===== src/rtl/interval_meter.sv =====
// Measures the number of prescaled ticks between a start and a stop event and
// presents the count on a valid/ready output, held until the consumer accepts it.
module interval_meter #(
    parameter int CLK_PERIOD_ns  = 20,
    parameter int TICK_PERIOD_ns = 1_000_000,
    parameter int COUNT_WIDTH    = 16
) (
    input  logic                   i_clk,
    input  logic                   i_reset,
    input  logic                   i_enable,
    input  logic                   i_start,
    input  logic                   i_stop,
    input  logic                   i_result_ready,
    output logic [COUNT_WIDTH-1:0] o_result,
    output logic                   o_result_valid,
    output logic                   o_overflow,
    output logic                   o_busy
);

    localparam int PRESCALE_RAW = TICK_PERIOD_ns / CLK_PERIOD_ns;
    localparam int PRESCALE     = (PRESCALE_RAW < 1) ? 1 : PRESCALE_RAW;
    localparam int PW           = (PRESCALE > 1) ? $clog2(PRESCALE) : 1;

    localparam logic [PW-1:0]          PS_LAST = PW'(PRESCALE - 1);
    localparam logic [COUNT_WIDTH-1:0] CNT_MAX = '1;

    typedef enum logic [1:0] {
        S_IDLE,
        S_MEAS,
        S_HOLD
    } state_t;

    state_t                 r_state;
    logic [PW-1:0]          r_presc;
    logic [COUNT_WIDTH-1:0] r_count;
    logic [COUNT_WIDTH-1:0] r_result;
    logic                   r_overflow;
    logic                   r_valid;
    logic                   r_busy;

    logic                   w_tick;
    logic                   w_sat;
    logic [PW-1:0]          w_presc_nxt;
    logic [COUNT_WIDTH-1:0] w_count_nxt;
    logic                   w_ovf_nxt;

    // Tick-updated values for the current edge; a stop on this edge latches
    // these, so the stop edge itself still counts.
    always_comb begin
        w_tick      = (r_presc == PS_LAST);
        w_sat       = (r_count == CNT_MAX);
        w_presc_nxt = w_tick ? '0 : r_presc + PW'(1);
        w_count_nxt = (w_tick && !w_sat) ? r_count + COUNT_WIDTH'(1) : r_count;
        w_ovf_nxt   = r_overflow | (w_tick & w_sat);
    end

    always_ff @(posedge i_clk) begin
        if (i_reset) begin
            r_state    <= S_IDLE;
            r_presc    <= '0;
            r_count    <= '0;
            r_result   <= '0;
            r_overflow <= 1'b0;
            r_valid    <= 1'b0;
            r_busy     <= 1'b0;
        end else if (i_enable) begin
            case (r_state)
                S_IDLE: begin
                    if (i_start) begin
                        r_state    <= S_MEAS;
                        r_presc    <= '0;
                        r_count    <= '0;
                        r_overflow <= 1'b0;
                        r_busy     <= 1'b1;
                    end
                end
                S_MEAS: begin
                    if (i_stop) begin
                        r_state    <= S_HOLD;
                        r_presc    <= w_presc_nxt;
                        r_count    <= w_count_nxt;
                        r_result   <= w_count_nxt;
                        r_overflow <= w_ovf_nxt;
                        r_busy     <= 1'b0;
                        r_valid    <= 1'b1;
                    end else if (i_start) begin
                        r_presc    <= '0;
                        r_count    <= '0;
                        r_overflow <= 1'b0;
                    end else begin
                        r_presc    <= w_presc_nxt;
                        r_count    <= w_count_nxt;
                        r_overflow <= w_ovf_nxt;
                    end
                end
                S_HOLD: begin
                    // Accept plus start goes straight back to measuring.
                    if (i_result_ready) begin
                        r_valid <= 1'b0;
                        if (i_start) begin
                            r_state    <= S_MEAS;
                            r_presc    <= '0;
                            r_count    <= '0;
                            r_overflow <= 1'b0;
                            r_busy     <= 1'b1;
                        end else begin
                            r_state <= S_IDLE;
                        end
                    end
                end
                default: begin
                    r_state <= S_IDLE;
                    r_valid <= 1'b0;
                    r_busy  <= 1'b0;
                end
            endcase
        end
    end

    assign o_result       = r_result;
    assign o_result_valid = r_valid;
    assign o_overflow     = r_overflow;
    assign o_busy         = r_busy;

endmodule


===== config.mk =====
export PLATFORM = sky130hd
export DESIGN_NAME = interval_meter
export DESIGN_NICKNAME = d
export VERILOG_FILES = /design/src/rtl/interval_meter.sv
export SDC_FILE = /design/constraint.sdc
export NUM_CORES = 1
export LEC_CHECK = 0
export BUFFER_PORTS_ARGS = -buffer_cell sky130_fd_sc_hd__buf_2
export CAP_MARGIN = 0
export CORE_MARGIN = 1.5
export CORE_UTILIZATION = 53
export CTS_CLUSTER_SIZE = 28
export DETAILED_ROUTE_END_ITERATION = 8
export PLACE_DENSITY = 0.75
export SYNTH_ARGS = -nofsm -noshare
export SYNTH_HDL_FRONTEND = slang
export SYNTH_SLANG_ARGS = --single-unit

===== constraint.sdc =====
create_clock -name i_clk -period 1.8 [get_ports i_clk]
set_input_delay 0.18 -clock i_clk [delete_from_list [all_inputs] [get_ports i_clk]]
set_output_delay 0.18 -clock i_clk [all_outputs]
set_load 0.01 [all_outputs]

==> flow_metrics.tcl, run 1 <==
set metrics [dict create \
    route.detailed.drc 0 \
    leakagePower_nw 1.35 \
    slowest_delay_ps 570 \
    wl_per_cell_um 15.4 \
    status "finished with violations" \
    violations "setup timing" \
    cp.arrival_ps 2180 \
    fin_util_pct 74.5 \
    fp-row-count 25 \
    place_congestion 0.829 \
    worst-path-buf-inv 0 \
    drt_iter0_drc 292 \
    grt_pass1_vias 2496 \
    path_max_fanout 4 \
    dp_cells 459 \
    area_delta_synth_final_pct 33.8 \
    clockBufferDepth 2 \
    p_total_w 0.00202 \
    cts_buffers 5 \
    post-route-period-util_pct 108 \
    critPathCaptureType "flip-flop" \
    hold_viol_final 0 \
    yosys_warnings 0 \
    syn_area_per_cell_sq_um 8.30 \
    hold_buffers 0 \
    cp_data_required_time_ps 2030 \
    cp_top_family "simple AND/OR/NAND/NOR gates" \
    hold_path_class "input pin to flip-flop" \
    maxSlewHeadroom_pct 67.2 \
    cts_sinks 53 \
    dr_total_vias 2749 \
    skew_ps 7.42 \
    hpwl_um 4910 \
    grt_max_degree 29 \
    r2r_slack_ps -150 \
    maxCapViolations 0 \
    drt_wl_total_um 7210 \
    htreeDepth 2 \
    r2r-end "o_result[10]" \
    vias_per_cell 5.87 \
    n_antenna_cell 0 \
    layout_common_cells "buf_4, dfxtp_1, a21oi_1, nand2_1, nor2_1" \
    final_nets 409 \
    clk_pin_slew_ps 90 \
    startpoint_type "flip-flop" \
    dr.pass1.iters 4 \
    worst_pin_slew_ps 489 \
    antenna_found_initial 0 \
    finalNonFillerCells 468 \
    grtUsageTotal_pct 26.1 \
    regToRegStartpoint "r_presc[1]" \
    setup_ws_ps -152 \
    startpoint "r_presc[1]" \
    clockRootBuffer "clkbuf_8" \
    critPathCapture "o_result[10]" \
    core-area_sq_um 4750 \
    fin_crit_ps 1950 \
    synth_nets 327 \
    drive_gt1_share_pct 34.7 \
    postSynthCellCount 319 \
    crit_type "flip-flop to flip-flop" \
    portBuffers 24 \
    yosysSeqAreaShare_pct 40.1 \
    mostFrequentLayoutCell "buf_4" \
    dieArea_sq_um 5430 \
    detail-route-antenna-nets 0 \
    rsz0062_at_grt "yes" \
    fp.dieW_um 73.7 \
    crit_chain "ha_4 -> and3_4 -> nand4_1 -> or4_4 -> or3_1 -> a31oi_1" \
    cp_slowest_cell "or4_4" \
    grt_pass1_wl_um 11000 \
    cp_num_cells 6 \
    fin_area_sq_um 3540 \
    r2r_cells 6 \
    synth.distinct_cells 47 \
    synth-seq-cells 53 \
    floorplan.die.height_um 73.7 \
    synthesis.area_sq_um 2650 \
    peakVddDrop_v 0.000465 \
    fmax_mhz 512 \
    finalSetupViolCount 13 \
    cts_tree "built" \
    initial_core_util_pct 55.7 \
    placed_area_sq_um 3330 \
    ioPinCount 25 \
    slew_violations 0 \
    grt_overflow 0 \
    clock_latency_ps 310 \
    power.density_nw_per_um2 570 \
]
-- per-stage QoR --
step,TNS (ps),hold WS (ps),worst slack (ps)
6_report,-804,170,-152
5_1_grt,-2230,201,-216
4_1_cts,-1040,171,-139
3_5_place_dp,-1300,450,-197
3_3_place_gp,-564,439,-117
2_1_floorplan,-224,257,-112
-- kinds of logic after synthesis --
kind of cell,count (synthesis),share of synthesized area (%)
simple gates,123,25.5
compound gates,95,21.6
flops,53,40.1
xor+xnor,23,7.61
buf+inv,20,3.07
mux,3,1.18
fa+ha+maj,2,0.945
-- worst min-delay path, stage by stage --
cell and delay, ps:
buf_2 110, nand2_1 70, a221oi_1 70
-- metal layers --
metal / routed length (um) / vias to the layer above / share of wire (%) / global-route usage [%]
met3: 398 / 20 / 5.5 / 4.53
met2: 3620 / 88 / 50 / 45.1
met1: 3030 / 1300 / 42 / 33.0
li1: - / 1341 / - / -
met4: 164 / 0 / 2.3 / 7.82
met5: 0 / - / 0 / 0
-- Yosys cell counts (all sizes together) --
| cell | count | share of area [%] |
|---|---|---|
| a2111oi | 2 | 0.76 |
| a211o | 1 | 0.33 |
| a211oi | 2 | 0.57 |
| a21bo | 1 | 0.38 |
| a21o | 2 | 0.57 |
| a21oi | 31 | 5.9 |
| a221oi | 1 | 0.33 |
| a311oi | 1 | 0.33 |
| a31oi | 20 | 4.7 |
| a32oi | 1 | 0.33 |
| and2 | 4 | 0.95 |
| and3 | 7 | 1.7 |
| and4 | 1 | 0.33 |
| and4bb | 2 | 0.95 |
| buf | 5 | 0.95 |
| clkbuf | 11 | 1.6 |
| dfxtp | 53 | 40 |
| ha | 2 | 0.95 |
| inv | 4 | 0.57 |
| mux2 | 1 | 0.43 |
| mux2i | 2 | 0.76 |
| nand2 | 27 | 3.8 |
| nand2b | 7 | 1.7 |
| nand3 | 16 | 3.0 |
| nand4 | 12 | 3.1 |
| nand4b | 1 | 0.33 |
| nor2 | 26 | 3.8 |
| nor2b | 1 | 0.24 |
| nor3 | 8 | 1.7 |
| nor4 | 5 | 1.7 |
| nor4b | 1 | 0.90 |
| o211a | 1 | 0.38 |
| o21a | 2 | 0.57 |
| o21ai | 25 | 4.7 |
| o221a | 1 | 0.43 |
| o221ai | 1 | 0.33 |
| o22a | 1 | 0.33 |
| o31a | 2 | 0.66 |
| or3 | 2 | 0.47 |
| or4 | 3 | 0.85 |
| xnor2 | 9 | 3.0 |
| xor2 | 14 | 4.6 |
-- power breakdown --
| part | switching [W] | total (W) | internal (W) | leakage, nW |
|---|---|---|---|---|
| sequential | 0.00000986 | 0.00120 | 0.00119 | 0.433 |
| clock | 0.000370 | 0.000676 | 0.000306 | 0.0443 |
| combinational | 0.0000870 | 0.000146 | 0.0000593 | 0.877 |
| total | 0.000467 | 0.00202 | 0.00155 | 1.35 |
-- repair_timing --
action / CTS / global route
setup endpoints to repair: 18 / 48
resized for setup: 6 / 25
buffers inserted: 1 / 1
pin swaps: 5 / 5
-- flip-flops by register name, indices dropped and copies added (netlist names) --
register        count
r_presc            16
r_state             2
o_overflow          1
o_busy              1
o_result           16
o_result_valid      1
r_count            16
-- worst min-delay path by stage --
stage	from	end	slack [ps]	depth (start not counted)
after floorplan	i_reset	r_presc[10]	260	1
after global placement	o_result[2]	o_result[2]	440	2
after detailed placement	o_result[2]	o_result[2]	450	2
after CTS	i_start	o_busy	170	3
after global routing	i_start	o_busy	200	3
final	i_start	o_busy	170	3
-- layout make-up --
type,count,area (sq um)
Clock buffer,7,86.3
Fill cell,358,1210
Inverter,4,15.0
Multi-Input combinational cell,246,1640
Sequential cell,53,1070
Tap cell,67,83.8
Timing Repair Buffer,91,647
No activity file was read; power rests on OpenSTA's default activity.
==> inputs of run 2 (changes only) <==
- CORE_UTILIZATION: 53 -> 55
- clock period: 1.8 -> 2.5 ns (I/O delays scaled with it)
==> run 2 against run 1 <==
The flow now finishes without violations. Fmax decreased by 13%. Cell area decreased by 18%. Hold slack improved by 51 ps. Worst setup slack improved by 410 ps.
==> flow_metrics.tcl, run 2 (synthesized netlist as in run 1, its figures left out) <==
set metrics [dict create \
    dr.pass1.iters 4 \
    clock_latency_ps 310 \
    htreeDepth 2 \
    leakagePower_nw 1.04 \
    portBuffers 24 \
    cts_sinks 53 \
    cp.arrival_ps 2490 \
    place_ws_ps 345 \
    drt_wl_total_um 5810 \
    critPathCaptureType "flip-flop" \
    vias_per_cell 6.14 \
    area_delta_synth_final_pct 9.83 \
    grt_overflow 0 \
    slowest_delay_ps 680 \
    pwr-share-clk_pct 34.1 \
    drt_iter0_drc 207 \
    core-area_sq_um 4690 \
    detail-route-antenna-nets 0 \
    ioPinCount 25 \
    route.detailed.drc 0 \
    hpwl_um 4080 \
    drive_gt1_share_pct 14.3 \
    hold_viol_final 0 \
    hp-start "i_start" \
    clockBufferDepth 2 \
    startpoint_type "flip-flop" \
    floorplan.die.height_um 72.4 \
    mostFrequentLayoutCell "dfxtp_1" \
    switching_share_pct 24.7 \
    place_congestion 0.877 \
    worst-path-buf-inv 0 \
    n_antenna_cell 0 \
    cts_buffers 5 \
    peakVddDrop_v 0.000262 \
    crit_type "flip-flop to flip-flop" \
    maxSlewHeadroom_pct 60.6 \
    setup_ws_ps 255 \
    final_nets 349 \
    power.density_nw_per_um2 491 \
    intPower_w 0.00107 \
    clockRootBuffer "clkbuf_8" \
    cts_tree "built" \
    fp-row-count 25 \
    tns_ps 0 \
    p_seq_share_pct 60.3 \
    slew_violations 0 \
    grt_pass1_vias 2178 \
    fp.dieW_um 72.4 \
    power_switching_w 0.000353 \
    maxCapViolations 0 \
    ctsResizeCount 0 \
    status "finished, final reports clean" \
    grt_pass1_wl_um 10100 \
    skew_ps 5.99 \
    startpoint "r_count[0]" \
    cp_slowest_cell "or4_1" \
    worst_pin_slew_ps 585 \
    layout_common_cells "dfxtp_1, a21oi_1, nand2_1, nor2_1" \
    fin_crit_ps 2240 \
    rsz0062_at_grt "no" \
    initial_core_util_pct 56.4 \
    grt_max_degree 30 \
    post_cts_buffers 0 \
    wl_per_cell_um 14.7 \
    hold_path_class "input pin to flip-flop" \
    r2r_slack_ps 260 \
    p_comb_share_pct 5.7 \
    crit_chain "ha_1 -> nand3_1 -> or4_1 -> a311oi_1 -> a31oi_1 -> a21oi_1" \
    clk_pin_slew_ps 100 \
    dr_total_vias 2432 \
    grtUsageTotal_pct 24.1 \
    post-route-period-util_pct 89.8 \
    fmax_mhz 445 \
    finalSetupViolCount 0 \
    path_max_fanout 7 \
    cp_data_required_time_ps 2750 \
    antenna_found_initial 0 \
    cp_top_family "simple AND/OR/NAND/NOR gates" \
    hold_buffers 0 \
    dieArea_sq_um 5240 \
    regToRegStartpoint "r_count[0]" \
]
==> run 2: worst paths after layout <==
| check | endpoint | cells after the start |
|---|---|---|
| min | o_busy | 3 |
| min reg2reg | o_result[2] | 2 |
| max reg2reg | r_count[2] | 6 |
| max | r_count[2] | 6 |
==> run 2: power by group through the flow <==
stage / clock, W / combinational [W] / sequential [W]
3_3_place_gp: 0 / 0.0000794 / 0.000880
5_1_grt: 0.000527 / 0.0000912 / 0.000863
6_report: 0.000486 / 0.0000807 / 0.000861
3_5_place_dp: 0 / 0.0000802 / 0.000880
4_1_cts: 0.000492 / 0.0000806 / 0.000861
2_1_floorplan: 0 / 0.0000505 / 0.000883
==> run 2: layer usage <==
metal	vias to the layer above	GRT usage, %	part of all wire [%]
li1	1220	-	-
met1	1148	32.5	48
met2	57	38.9	46
met3	7	4.17	4.5
met4	0	8.39	1.5
met5	-	0	0
==> run 2: area by class of cell <==
type / count / area, sq um
Sequential cell: 53 / 1060
Clock inverter: 3 / 17.5
Timing Repair Buffer: 31 / 173
Clock buffer: 5 / 68.8
Fill cell: 424 / 1790
Tap cell: 54 / 67.6
Multi-Input combinational cell: 246 / 1500
Inverter: 4 / 15.0
==> run 2: worst register-to-register path, cell delays in order, from the launching register on <==
cell      delay, ps
dfxtp_1         440
ha_1            260
nand3_1         240
or4_1           680
a311oi_1        320
a31oi_1          90
a21oi_1         150
==> run 2: stage by stage <==
stage,area [sq um],utilization [%],std cells,hold WS [ps],power (W)
final,2910,61.9,396,222,0.00143
after global routing,2910,61.9,396,243,0.00148
after CTS,2910,61.9,396,222,0.00143
after detailed placement,2820,60.1,388,444,0.000961
after global placement,2820,60.1,388,438,0.000959
after floorplan,2650,-,319,327,0.000933
==> inputs of run 3 (changes only) <==
- BUFFER_PORTS_ARGS: -buffer_cell sky130_fd_sc_hd__buf_2 -> not set
- DONT_BUFFER_PORTS: not set -> 1
- PLACE_DENSITY: 0.75 -> 0.73
- clock period: 2.5 -> 2 ns (I/O delays scaled with it)
==> run 3 against run 2 <==
Cell area rose by 9.5%. Sequential share of layout area decreased by 3.1 points. Combinational power grew 28%. Fmax up 17%. Largest power group unchanged.
==> flow_metrics.tcl, run 3 (synthesized netlist as in run 1, its figures left out) <==
set metrics [dict create \
    fp-row-count 25 \
    place_congestion 0.892 \
    wl_met1_um 3040 \
    place_ws_ps -77.3 \
    hold_viol_final 0 \
    detail-route-antenna-nets 0 \
    cts_sinks 53 \
    post-route-period-util_pct 96.1 \
    portBuffers 0 \
    cts_buffers 5 \
    cp.arrival_ps 2170 \
    grtUsageTotal_pct 26.3 \
    core-area_sq_um 4690 \
    floorplan.die.height_um 72.4 \
    route.detailed.drc 0 \
    fin_crit_ps 1920 \
    dr_total_vias 2540 \
    htreeDepth 2 \
    skew_ps 8.76 \
    setup_ws_ps 79.0 \
    dr.pass1.iters 5 \
    maxSlewHeadroom_pct 65.6 \
    crit_type "flip-flop to flip-flop" \
    drive_gt1_share_pct 21.1 \
    met3_length_um 277 \
    layout_common_cells "dfxtp_1, buf_4, a21oi_1, nand2_1, nor2_1" \
    grt_pass1_vias 2337 \
    top_layer "met4" \
    final_nets 368 \
    critPathCaptureType "flip-flop" \
    power.density_nw_per_um2 568 \
    finalSetupViolCount 0 \
    cp_data_required_time_ps 2250 \
    antenna_found_initial 0 \
    grt_pass1_wl_um 10900 \
    clockRootBuffer "clkbuf_8" \
    tns_ps 0 \
    mostFrequentLayoutCell "dfxtp_1" \
    worst_pin_slew_ps 515 \
    maxCapViolations 0 \
    wl_per_cell_um 15.7 \
    n_antenna_cell 0 \
    clockBufferDepth 2 \
    fmax_mhz 521 \
    leakagePower_nw 1.13 \
    vias_per_cell 6.12 \
    path_max_fanout 8 \
    hpwl_um 4680 \
    clock_latency_ps 310 \
    slew_violations 0 \
    hold_path_class "input pin to flip-flop" \
    ioPinCount 25 \
    area_delta_synth_final_pct 20.2 \
    peakVddDrop_v 0.000301 \
    grt_max_degree 28 \
    startpoint_type "flip-flop" \
    fillCellCount 379 \
    grt_overflow 0 \
    drt_iter0_drc 206 \
    clk_pin_slew_ps 100 \
    dieArea_sq_um 5240 \
    drt_wl_total_um 6500 \
    fp.dieW_um 72.4 \
    initial_core_util_pct 56.4 \
    status "finished, final reports clean" \
    cts_tree "built" \
    rsz0062_at_grt "no" \
    route.met2.wl_um 3140 \
]
[run 3: layout make-up]
class | count | area, sq um | share of cell area [%]
inverter | 4 | 15.0 | 0.472
tap | 54 | 67.6 | 2.12
clock buffer | 5 | 68.8 | 2.16
multi-input combinational | 246 | 1540 | 48.4
timing repair buffer | 50 | 403 | 12.7
clock inverter | 3 | 22.5 | 0.708
sequential | 53 | 1060 | 33.4
[run 3: stage by stage]
step	hold WS (ps)	power, W	instance area [sq um]	cells	util [%]
6_report	55.1	0.00181	3180	415	67.8
3_3_place_gp	271	0.00120	3020	403	64.3
5_1_grt	46.8	0.00187	3180	415	67.8
3_5_place_dp	273	0.00120	3020	403	64.3
4_1_cts	50.0	0.00181	3130	412	66.6
2_1_floorplan	277	0.00117	2650	319	-
[run 3: path summary, 6_finish.rpt]
kind | startpoint | endpoint | slack [ps] | cells after the start
min | i_start | o_busy | 60 | 2
max | r_presc[0] | o_result[10] | 80 | 6
min reg2reg | o_result[2] | o_result[2] | 510 | 2
max reg2reg | r_presc[0] | o_result[10] | 80 | 6
[run 3: per-layer routing]
metal | vias up | track usage, %
met5 | - | 0
met4 | 0 | 7.13
met3 | 7 | 4.44
met2 | 75 | 42.9
met1 | 1200 | 36.0
li1 | 1258 | -
[run 3: critical path, stage by stage (launching register included)]
cell and delay [ps]:
dfxtp_2 360, ha_4 130, and3_4 200, nand4_1 100, or4_4 590, or3_1 330
a31oi_1 150
[run 3: where the power goes]
group | total, W | switching [W] | internal (W)
combinational | 0.000103 | 0.0000603 | 0.0000422
clock | 0.000622 | 0.000376 | 0.000246
sequential | 0.00108 | 0.0000147 | 0.00107
[run 3: what timing repair did]
action | CTS | global route
pin swaps | 1 | 3
hold buffers | 1 | 0
gates resized for setup | 2 | 10
endpoints found under the hold margin | 12 | 0
setup buffers | 0 | 3
endpoints found under the setup margin | 6 | 41
